## config.mk

```make
export PLATFORM = sky130hd
export DESIGN_NAME = alu_arbiter_flat
export DESIGN_NICKNAME = d
export VERILOG_FILES = /design/src/rtl/alu_arbiter_if.sv /design/src/rtl/alu_arbiter.sv /design/src/flat_wrapper.sv
export SDC_FILE = /design/constraint.sdc
export NUM_CORES = 1
export LEC_CHECK = 0
export ABC_AREA = 1
export CAP_MARGIN = 20
export CORE_AREA = 2 2 71 124
export DETAILED_ROUTE_END_ITERATION = 7
export DIE_AREA = 0 0 73 126
export PLACE_DENSITY = 0.79
export RECOVER_POWER = 25
export SLEW_MARGIN = 20
export SYNTH_ARGS = -nofsm -noshare
export SYNTH_HDL_FRONTEND = slang
export SYNTH_SLANG_ARGS = --single-unit
```

## constraint.sdc

```tcl
create_clock -name clk -period 3.1 [get_ports clk]
set_input_delay 0.62 -clock clk [delete_from_list [all_inputs] [get_ports clk]]
set_output_delay 0.62 -clock clk [all_outputs]
set_load 0.1 [all_outputs]
```

## src/rtl/alu_arbiter_if.sv

```systemverilog
// ============================================================================
// Module   : alu_arbiter_if
// Brief    : Request/response bundle between two client engines and alu_arbiter.
// Revision : 1.0
// ============================================================================
`default_nettype none

interface alu_arbiter_if #(
  parameter int DATA_WIDTH    = 8,
  parameter int ADDRESS_WIDTH = 4,
  parameter int COUNT_WIDTH   = 16
);
  logic                     req0_valid;
  logic                     req0_ready;
  logic [DATA_WIDTH-1:0]    req0_a;
  logic [DATA_WIDTH-1:0]    req0_b;
  logic [ADDRESS_WIDTH-1:0] req0_opcode;

  logic                     req1_valid;
  logic                     req1_ready;
  logic [DATA_WIDTH-1:0]    req1_a;
  logic [DATA_WIDTH-1:0]    req1_b;
  logic [ADDRESS_WIDTH-1:0] req1_opcode;

  logic                     rsp_valid;
  logic                     rsp_ready;
  logic                     rsp_id;
  logic [DATA_WIDTH-1:0]    rsp_data;
  logic                     rsp_carry;

  logic                     busy;
  logic [COUNT_WIDTH-1:0]   op_count;

  modport slave (
    input  req0_valid, req0_a, req0_b, req0_opcode,
    input  req1_valid, req1_a, req1_b, req1_opcode,
    input  rsp_ready,
    output req0_ready, req1_ready,
    output rsp_valid, rsp_id, rsp_data, rsp_carry,
    output busy, op_count
  );

  modport master (
    output req0_valid, req0_a, req0_b, req0_opcode,
    output req1_valid, req1_a, req1_b, req1_opcode,
    output rsp_ready,
    input  req0_ready, req1_ready,
    input  rsp_valid, rsp_id, rsp_data, rsp_carry,
    input  busy, op_count
  );
endinterface

`default_nettype wire

```

## src/rtl/alu_arbiter.sv

```systemverilog
// ============================================================================
// Module   : alu_arbiter (with helper alu_arbiter_alu)
// Brief    : Round-robin sharing of one combinational ALU between two requesters.
// Revision : 1.0
// ============================================================================
`default_nettype none

module alu_arbiter_alu #(
  parameter int DATA_WIDTH    = 8,
  parameter int ADDRESS_WIDTH = 4
) (
  input  wire logic [DATA_WIDTH-1:0]    a,
  input  wire logic [DATA_WIDTH-1:0]    b,
  input  wire logic [ADDRESS_WIDTH-1:0] opcode,
  output logic      [DATA_WIDTH:0]      result
);
  localparam logic [ADDRESS_WIDTH-1:0] c_OP_A    = ADDRESS_WIDTH'(0);
  localparam logic [ADDRESS_WIDTH-1:0] c_OP_ADD  = ADDRESS_WIDTH'(1);
  localparam logic [ADDRESS_WIDTH-1:0] c_OP_ADDC = ADDRESS_WIDTH'(2);
  localparam logic [ADDRESS_WIDTH-1:0] c_OP_SUB  = ADDRESS_WIDTH'(3);
  localparam logic [ADDRESS_WIDTH-1:0] c_OP_SUBB = ADDRESS_WIDTH'(4);
  localparam logic [ADDRESS_WIDTH-1:0] c_OP_INC  = ADDRESS_WIDTH'(5);
  localparam logic [ADDRESS_WIDTH-1:0] c_OP_DEC  = ADDRESS_WIDTH'(6);
  localparam logic [ADDRESS_WIDTH-1:0] c_OP_B    = ADDRESS_WIDTH'(7);
  localparam logic [ADDRESS_WIDTH-1:0] c_OP_OR   = ADDRESS_WIDTH'(8);
  localparam logic [ADDRESS_WIDTH-1:0] c_OP_XOR  = ADDRESS_WIDTH'(9);
  localparam logic [ADDRESS_WIDTH-1:0] c_OP_AND  = ADDRESS_WIDTH'(10);
  localparam logic [ADDRESS_WIDTH-1:0] c_OP_NOT  = ADDRESS_WIDTH'(11);

  // Operands are zero-extended so the top bit of a subtraction is the borrow.
  logic [DATA_WIDTH:0] w_a;
  logic [DATA_WIDTH:0] w_b;
  logic [DATA_WIDTH:0] w_one;

  assign w_a   = {1'b0, a};
  assign w_b   = {1'b0, b};
  assign w_one = (DATA_WIDTH+1)'(1);

  always_comb begin
    result = '0;
    case (opcode)
      c_OP_A:    result = w_a;
      c_OP_ADD:  result = w_a + w_b;
      c_OP_ADDC: result = w_a + w_b + w_one;
      c_OP_SUB:  result = w_a - w_b;
      c_OP_SUBB: result = w_a - w_b - w_one;
      c_OP_INC:  result = w_a + w_one;
      c_OP_DEC:  result = w_a - w_one;
      c_OP_B:    result = w_b;
      c_OP_OR:   result = w_a | w_b;
      c_OP_XOR:  result = w_a ^ w_b;
      c_OP_AND:  result = w_a & w_b;
      c_OP_NOT:  result = {1'b0, ~a};
      default:   result = '0;
    endcase
  end
endmodule

module alu_arbiter #(
  parameter int DATA_WIDTH    = 8,
  parameter int ADDRESS_WIDTH = 4,
  parameter int COUNT_WIDTH   = 16
) (
  input wire logic     clk,
  input wire logic     rst,
  alu_arbiter_if.slave bus
);
  localparam logic [1:0] c_IDLE = 2'd0;
  localparam logic [1:0] c_EXEC = 2'd1;
  localparam logic [1:0] c_RESP = 2'd2;

  logic [1:0]               r_state;
  logic [1:0]               w_next_state;

  logic                     r_prio;
  logic [DATA_WIDTH-1:0]    r_a;
  logic [DATA_WIDTH-1:0]    r_b;
  logic [ADDRESS_WIDTH-1:0] r_opcode;
  logic                     r_id;

  logic [DATA_WIDTH-1:0]    r_rsp_data;
  logic                     r_rsp_carry;
  logic                     r_rsp_id;
  logic [COUNT_WIDTH-1:0]   r_op_count;

  logic                     w_grant_id;
  logic                     w_accept;
  logic                     w_rsp_done;
  logic                     w_ready0;
  logic                     w_ready1;
  logic                     w_busy;
  logic                     w_rsp_valid;

  logic [DATA_WIDTH-1:0]    w_sel_a;
  logic [DATA_WIDTH-1:0]    w_sel_b;
  logic [ADDRESS_WIDTH-1:0] w_sel_opcode;
  logic [DATA_WIDTH:0]      w_alu_result;

  // Arbitration: a lone requester wins outright, a tie goes to the pointer.
  always_comb begin
    w_grant_id = 1'b0;
    if (bus.req0_valid && bus.req1_valid) begin
      w_grant_id = r_prio;
    end else if (bus.req1_valid) begin
      w_grant_id = 1'b1;
    end
  end

  assign w_accept     = (r_state == c_IDLE) && (bus.req0_valid || bus.req1_valid);
  assign w_rsp_done   = w_rsp_valid && bus.rsp_ready;

  assign w_sel_a      = w_grant_id ? bus.req1_a      : bus.req0_a;
  assign w_sel_b      = w_grant_id ? bus.req1_b      : bus.req0_b;
  assign w_sel_opcode = w_grant_id ? bus.req1_opcode : bus.req0_opcode;

  // State register
  always_ff @(posedge clk or posedge rst) begin
    if (rst) begin
      r_state <= c_IDLE;
    end else begin
      r_state <= w_next_state;
    end
  end

  // Next-state logic
  always_comb begin
    w_next_state = r_state;
    case (r_state)
      c_IDLE:  if (w_accept) w_next_state = c_EXEC;
      c_EXEC:  w_next_state = c_RESP;
      c_RESP:  if (bus.rsp_ready) w_next_state = c_IDLE;
      default: w_next_state = c_IDLE;
    endcase
  end

  // Output logic; readies depend only on state, valids and the pointer.
  always_comb begin
    w_ready0    = 1'b0;
    w_ready1    = 1'b0;
    w_busy      = 1'b1;
    w_rsp_valid = 1'b0;
    case (r_state)
      c_IDLE: begin
        w_busy   = 1'b0;
        w_ready0 = bus.req0_valid && !w_grant_id;
        w_ready1 = bus.req1_valid &&  w_grant_id;
      end
      c_RESP:  w_rsp_valid = 1'b1;
      default: w_rsp_valid = 1'b0;
    endcase
  end

  always_ff @(posedge clk or posedge rst) begin
    if (rst) begin
      r_prio   <= 1'b0;
      r_a      <= '0;
      r_b      <= '0;
      r_opcode <= '0;
      r_id     <= 1'b0;
    end else if (w_accept) begin
      r_prio   <= ~w_grant_id;
      r_a      <= w_sel_a;
      r_b      <= w_sel_b;
      r_opcode <= w_sel_opcode;
      r_id     <= w_grant_id;
    end
  end

  alu_arbiter_alu #(
    .DATA_WIDTH    (DATA_WIDTH),
    .ADDRESS_WIDTH (ADDRESS_WIDTH)
  ) u_alu (
    .a      (r_a),
    .b      (r_b),
    .opcode (r_opcode),
    .result (w_alu_result)
  );

  always_ff @(posedge clk or posedge rst) begin
    if (rst) begin
      r_rsp_data  <= '0;
      r_rsp_carry <= 1'b0;
      r_rsp_id    <= 1'b0;
    end else if (r_state == c_EXEC) begin
      r_rsp_data  <= w_alu_result[DATA_WIDTH-1:0];
      r_rsp_carry <= w_alu_result[DATA_WIDTH];
      r_rsp_id    <= r_id;
    end
  end

  always_ff @(posedge clk or posedge rst) begin
    if (rst) begin
      r_op_count <= '0;
    end else if (w_rsp_done && (r_op_count != {COUNT_WIDTH{1'b1}})) begin
      r_op_count <= r_op_count + COUNT_WIDTH'(1);
    end
  end

  assign bus.req0_ready = w_ready0;
  assign bus.req1_ready = w_ready1;
  assign bus.rsp_valid  = w_rsp_valid;
  assign bus.rsp_id     = r_rsp_id;
  assign bus.rsp_data   = r_rsp_data;
  assign bus.rsp_carry  = r_rsp_carry;
  assign bus.busy       = w_busy;
  assign bus.op_count   = r_op_count;
endmodule

`default_nettype wire

```

## src/flat_wrapper.sv

```systemverilog
// flat-port wrapper written by rule: the top's interface ports become plain ports
module alu_arbiter_flat 
#(
  parameter int DATA_WIDTH    = 8,
  parameter int ADDRESS_WIDTH = 4,
  parameter int COUNT_WIDTH   = 16
)
  (clk, rst, bus_req0_valid, bus_req0_a, bus_req0_b, bus_req0_opcode, bus_req1_valid, bus_req1_a, bus_req1_b, bus_req1_opcode, bus_rsp_ready, bus_req0_ready, bus_req1_ready, bus_rsp_valid, bus_rsp_id, bus_rsp_data, bus_rsp_carry, bus_busy, bus_op_count);
  alu_arbiter_if #(.DATA_WIDTH(DATA_WIDTH), .ADDRESS_WIDTH(ADDRESS_WIDTH), .COUNT_WIDTH(COUNT_WIDTH)) bus_i ();
  input wire logic clk;
  input wire logic rst;
  input wire logic [$bits(bus_i.req0_valid)-1:0] bus_req0_valid;
  input wire logic [$bits(bus_i.req0_a)-1:0] bus_req0_a;
  input wire logic [$bits(bus_i.req0_b)-1:0] bus_req0_b;
  input wire logic [$bits(bus_i.req0_opcode)-1:0] bus_req0_opcode;
  input wire logic [$bits(bus_i.req1_valid)-1:0] bus_req1_valid;
  input wire logic [$bits(bus_i.req1_a)-1:0] bus_req1_a;
  input wire logic [$bits(bus_i.req1_b)-1:0] bus_req1_b;
  input wire logic [$bits(bus_i.req1_opcode)-1:0] bus_req1_opcode;
  input wire logic [$bits(bus_i.rsp_ready)-1:0] bus_rsp_ready;
  output wire logic [$bits(bus_i.req0_ready)-1:0] bus_req0_ready;
  output wire logic [$bits(bus_i.req1_ready)-1:0] bus_req1_ready;
  output wire logic [$bits(bus_i.rsp_valid)-1:0] bus_rsp_valid;
  output wire logic [$bits(bus_i.rsp_id)-1:0] bus_rsp_id;
  output wire logic [$bits(bus_i.rsp_data)-1:0] bus_rsp_data;
  output wire logic [$bits(bus_i.rsp_carry)-1:0] bus_rsp_carry;
  output wire logic [$bits(bus_i.busy)-1:0] bus_busy;
  output wire logic [$bits(bus_i.op_count)-1:0] bus_op_count;
  assign bus_i.req0_valid = bus_req0_valid;
  assign bus_i.req0_a = bus_req0_a;
  assign bus_i.req0_b = bus_req0_b;
  assign bus_i.req0_opcode = bus_req0_opcode;
  assign bus_i.req1_valid = bus_req1_valid;
  assign bus_i.req1_a = bus_req1_a;
  assign bus_i.req1_b = bus_req1_b;
  assign bus_i.req1_opcode = bus_req1_opcode;
  assign bus_i.rsp_ready = bus_rsp_ready;
  assign bus_req0_ready = bus_i.req0_ready;
  assign bus_req1_ready = bus_i.req1_ready;
  assign bus_rsp_valid = bus_i.rsp_valid;
  assign bus_rsp_id = bus_i.rsp_id;
  assign bus_rsp_data = bus_i.rsp_data;
  assign bus_rsp_carry = bus_i.rsp_carry;
  assign bus_busy = bus_i.busy;
  assign bus_op_count = bus_i.op_count;
  alu_arbiter #(.DATA_WIDTH(DATA_WIDTH), .ADDRESS_WIDTH(ADDRESS_WIDTH), .COUNT_WIDTH(COUNT_WIDTH)) u_core (.clk(clk), .rst(rst), .bus(bus_i));
endmodule
```

==> summary.md <==
| Metric | Value |
|---|---|
| Reg2reg setup slack | 0.38 ns |
| Sequential element share of the synthesized area | 29.0% |
| EDFF count, synth | 0 |
| Worst Path Arrival | between 2 and 3 ns |
| Setup Skew | around 0.0085 ns |
| Reg2Reg Depth | 16 |
| Filler Cell Count | 771 |
| Hpwl dp | between 10 and 15 mm |
| Die W | 73 microns |
| Mapped Nets | 708 |
| Cts-stage hold buffer count | 0 |
| Syn avg cell area | between 6 and 7 sq um |
| DRT Wirelength | ~15 mm |
| Final Util | 64.3% |
| DRC viols | 0 |
| Crit path top cell by count | nand2_1 |
| Synthesis-to-layout area growth | 22.4% |
| Status | finished clean |
| Synth Instances | ~630 |
| Clock transition at path regs | 0.07 ns |
| Fin crit share | 87.7% |
| DR iter-0 viols | just over 300 |
| Critical Path RT | 3.29 ns |
| Count leader, synth | nand2_1 |
| Rows | 44 |
| Clk buf depth | 2 |
| Antenna viol nets, final | 0 |
| Post-CTS setup repair buffer count | 0 |
| GRT overflow | 0 |
| Via-to-Cell Ratio | between 5 and 6 |
| CTS sink count | 50 |
| Ys flop type | dfrtp_1 |
| IO Port Bufs | 74 |
| DRT Pass-1 Iters | 5 |
| Root Driver | clkbuf_16 |
| Final hold vios | 0 |
| Core Region | 8200 sq um |
| Hold endpoint | u_core.bus.rsp_data[2] |
| Crit-path max FO | 8 |
| Worst hold start | u_core.bus.rsp_data[2] |
| Post-synth top area cell | dfrtp_1 |
| Yosys cell types | 40 |
| Relative slew slack | 15.5% |
| Worst setup SP type | flip-flop |
| Initial antenna violation count | 0 |
| Layout Nets | 782 |
| Die height | 126 microns |
| Global-route wire length before repair | 23.1 mm |
| Max Clk Rate | 368 MHz |
| Area of the multi-input gates | 2660 sq um |
| Hold Path Cell Cnt | 2 |
| IO Pins | between 70 and 80 |
| Share of cells above drive strength 1 | 9.27% |
| TritonCTS clock tree | yes |
| WS Path Type | reg2reg |
| Synth Register Bits | 50 |
| Reg2Reg Capture Point | u_core.bus.rsp_data[4] |
| Crit-path max cell delay | 0.46 ns |
| TritonCTS buffer count | 5 |
| DR vias | 4676 |
| Reg area | 1250 sq um |
| Unrepaired setup endpoints after global routing | no |
| Tmin final | 2.72 ns |
| Top cell type's share of synthesized area | 29.0% |
| CP cell instances | nor2_1, inv_1, nor2_1, buf_4, inv_1, fa_1, inv_1, nand3_1, nand2_1, nand2_1, nand2_1, o221ai_1, nor2_1, nand2_1, o21ai_0, nand2_1 |
| Worst reg2reg path startpoint | u_core.r_opcode[0] |
| Slowest-stage cell, CP | dfrtp_1 |
| Synth Warn # | 0 |
| Htree depth | 2 |
| Vias in the first global route | 4721 |
| Die ar. | slightly above 9000 sq um |
| Ant. Diodes | 0 |
| Clock latency on the worst-skew pair | 0.30 ns |
| Initial Util | 52.5% |
| Largest cells by area after synthesis | dfrtp_1 29%, nand2_1 12%, ha_1 9.9% |
| Hold crit path type | reg2reg |
| GR Util All Layers | 33.0% |
| Critical Path Sink Type | flip-flop |
| Synthesized area | about 4300 sq um |
| Routed length per instance | 18.5 microns |
| Setup TNS | 0 ns |
| Commonest cells in the netlist | 136 x nand2_1, 88 x inv_1, 65 x nor2_1 |
| Placer Congestion | 1.04 |
| Post-CTS Resized | 0 |
| Async S/R FF share, synth | between 90% and 100% |
| Pin count of the biggest net entering global routing | 51 |
| Max-slew violations | 0 |
| Setup violations, final | 0 |
| Max Cap Violations | 0 |
| Worst-margin pin slew | 1.27 ns |
## layout by cell type (no fill, tap or decap), drive strengths merged, types with 3 or more instances in the layout
cell type | Yosys | layout
nor3 | 5 | 5
clkbuf | 9 | 6
o21ai | 50 | 50
nand3 | 48 | 48
o2111ai | 3 | 3
xor2 | 8 | 8
ha | 34 | 34
a21oi | 25 | 25
xnor2 | 7 | 7
dfrtp | 50 | 50
nand2 | 141 | 141
o22ai | 34 | 34
nor2 | 69 | 69
buf | 6 | 37
clkdlybuf4s50 | 0 | 43
fa | 3 | 3
nand4 | 23 | 23
inv | 90 | 90
## logic make-up after synthesis
kind of cell               synth area share [%]
AOI/OAI and AO/OA                          17.2
buffers and inverters                      9.38
xor gates and xnor gates                   3.05
and+or+nand+nor                            29.8
DFF                                        29.0
muxes                                     0.261
adders and majority gates                  11.3
## worst max path at each step
| stage | from | to | slack, ns | cells after the start |
|---|---|---|---|---|
| 2_1_floorplan | u_core.r_state[0] | bus_req1_ready | 0.1 | 3 |
| 3_3_place_gp | u_core.r_opcode[0] | u_core.bus.rsp_data[4] | 0.51 | 16 |
| 3_5_place_dp | u_core.r_opcode[0] | u_core.bus.rsp_data[4] | 0.44 | 16 |
| 4_1_cts | u_core.r_opcode[0] | u_core.bus.rsp_data[4] | 0.42 | 16 |
| 5_1_grt | u_core.r_opcode[1] | u_core.bus.rsp_data[4] | 0.14 | 17 |
| 6_report | u_core.r_opcode[0] | u_core.bus.rsp_data[4] | 0.38 | 16 |
## critical path: cells and delay by family (launching register included)
family,cells,cell delay (ns)
compound gates,2,0.27
fa+ha+maj,1,0.38
buf+inv,4,0.46
flops,1,0.46
simple gates,9,1.05
## flip-flops by register name, summed over array words and instances (netlist names)
name	flops
u_core.r_id	1
u_core.r_b	8
u_core.r_state	2
u_core.r_opcode	4
u_core.bus.rsp_data	8
u_core.bus.rsp_id	1
u_core.r_a	8
u_core.bus.rsp_carry	1
u_core.bus.op_count	16
u_core.r_prio	1
## area by class of cell
| class | instances | area share (%) |
|---|---|---|
| Multi-Input combinational cell | 471 | 50.3 |
| Sequential cell | 50 | 23.7 |
| Timing Repair Buffer | 82 | 14.2 |
| Inverter | 90 | 6.40 |
| Clock buffer | 5 | 2.37 |
| Tap cell | 92 | 2.18 |
| Clock inverter | 3 | 0.830 |
## per-stage QoR
step	hold slack [ns]	instances	area, sq um	setup slack, ns
after global placement	0.465	785	5110	0.509
after detailed placement	0.466	785	5110	0.439
after CTS	0.486	793	5280	0.423
final	0.486	793	5280	0.380
after global routing	0.522	793	5280	0.137
after floorplan	0.481	626	4310	0.0961
## per-layer routing
layer	global-route usage, %	vias to the layer above	wire length, microns
met5	0	-	0
met1	34.7	2162	5270
met3	4.80	71	697
met4	22.1	0	1110
met2	58.1	202	7580
li1	-	2241	-
Power is not shown: default switching activity piles up to over one toggle a cycle in this logic, so the estimate is an artifact.
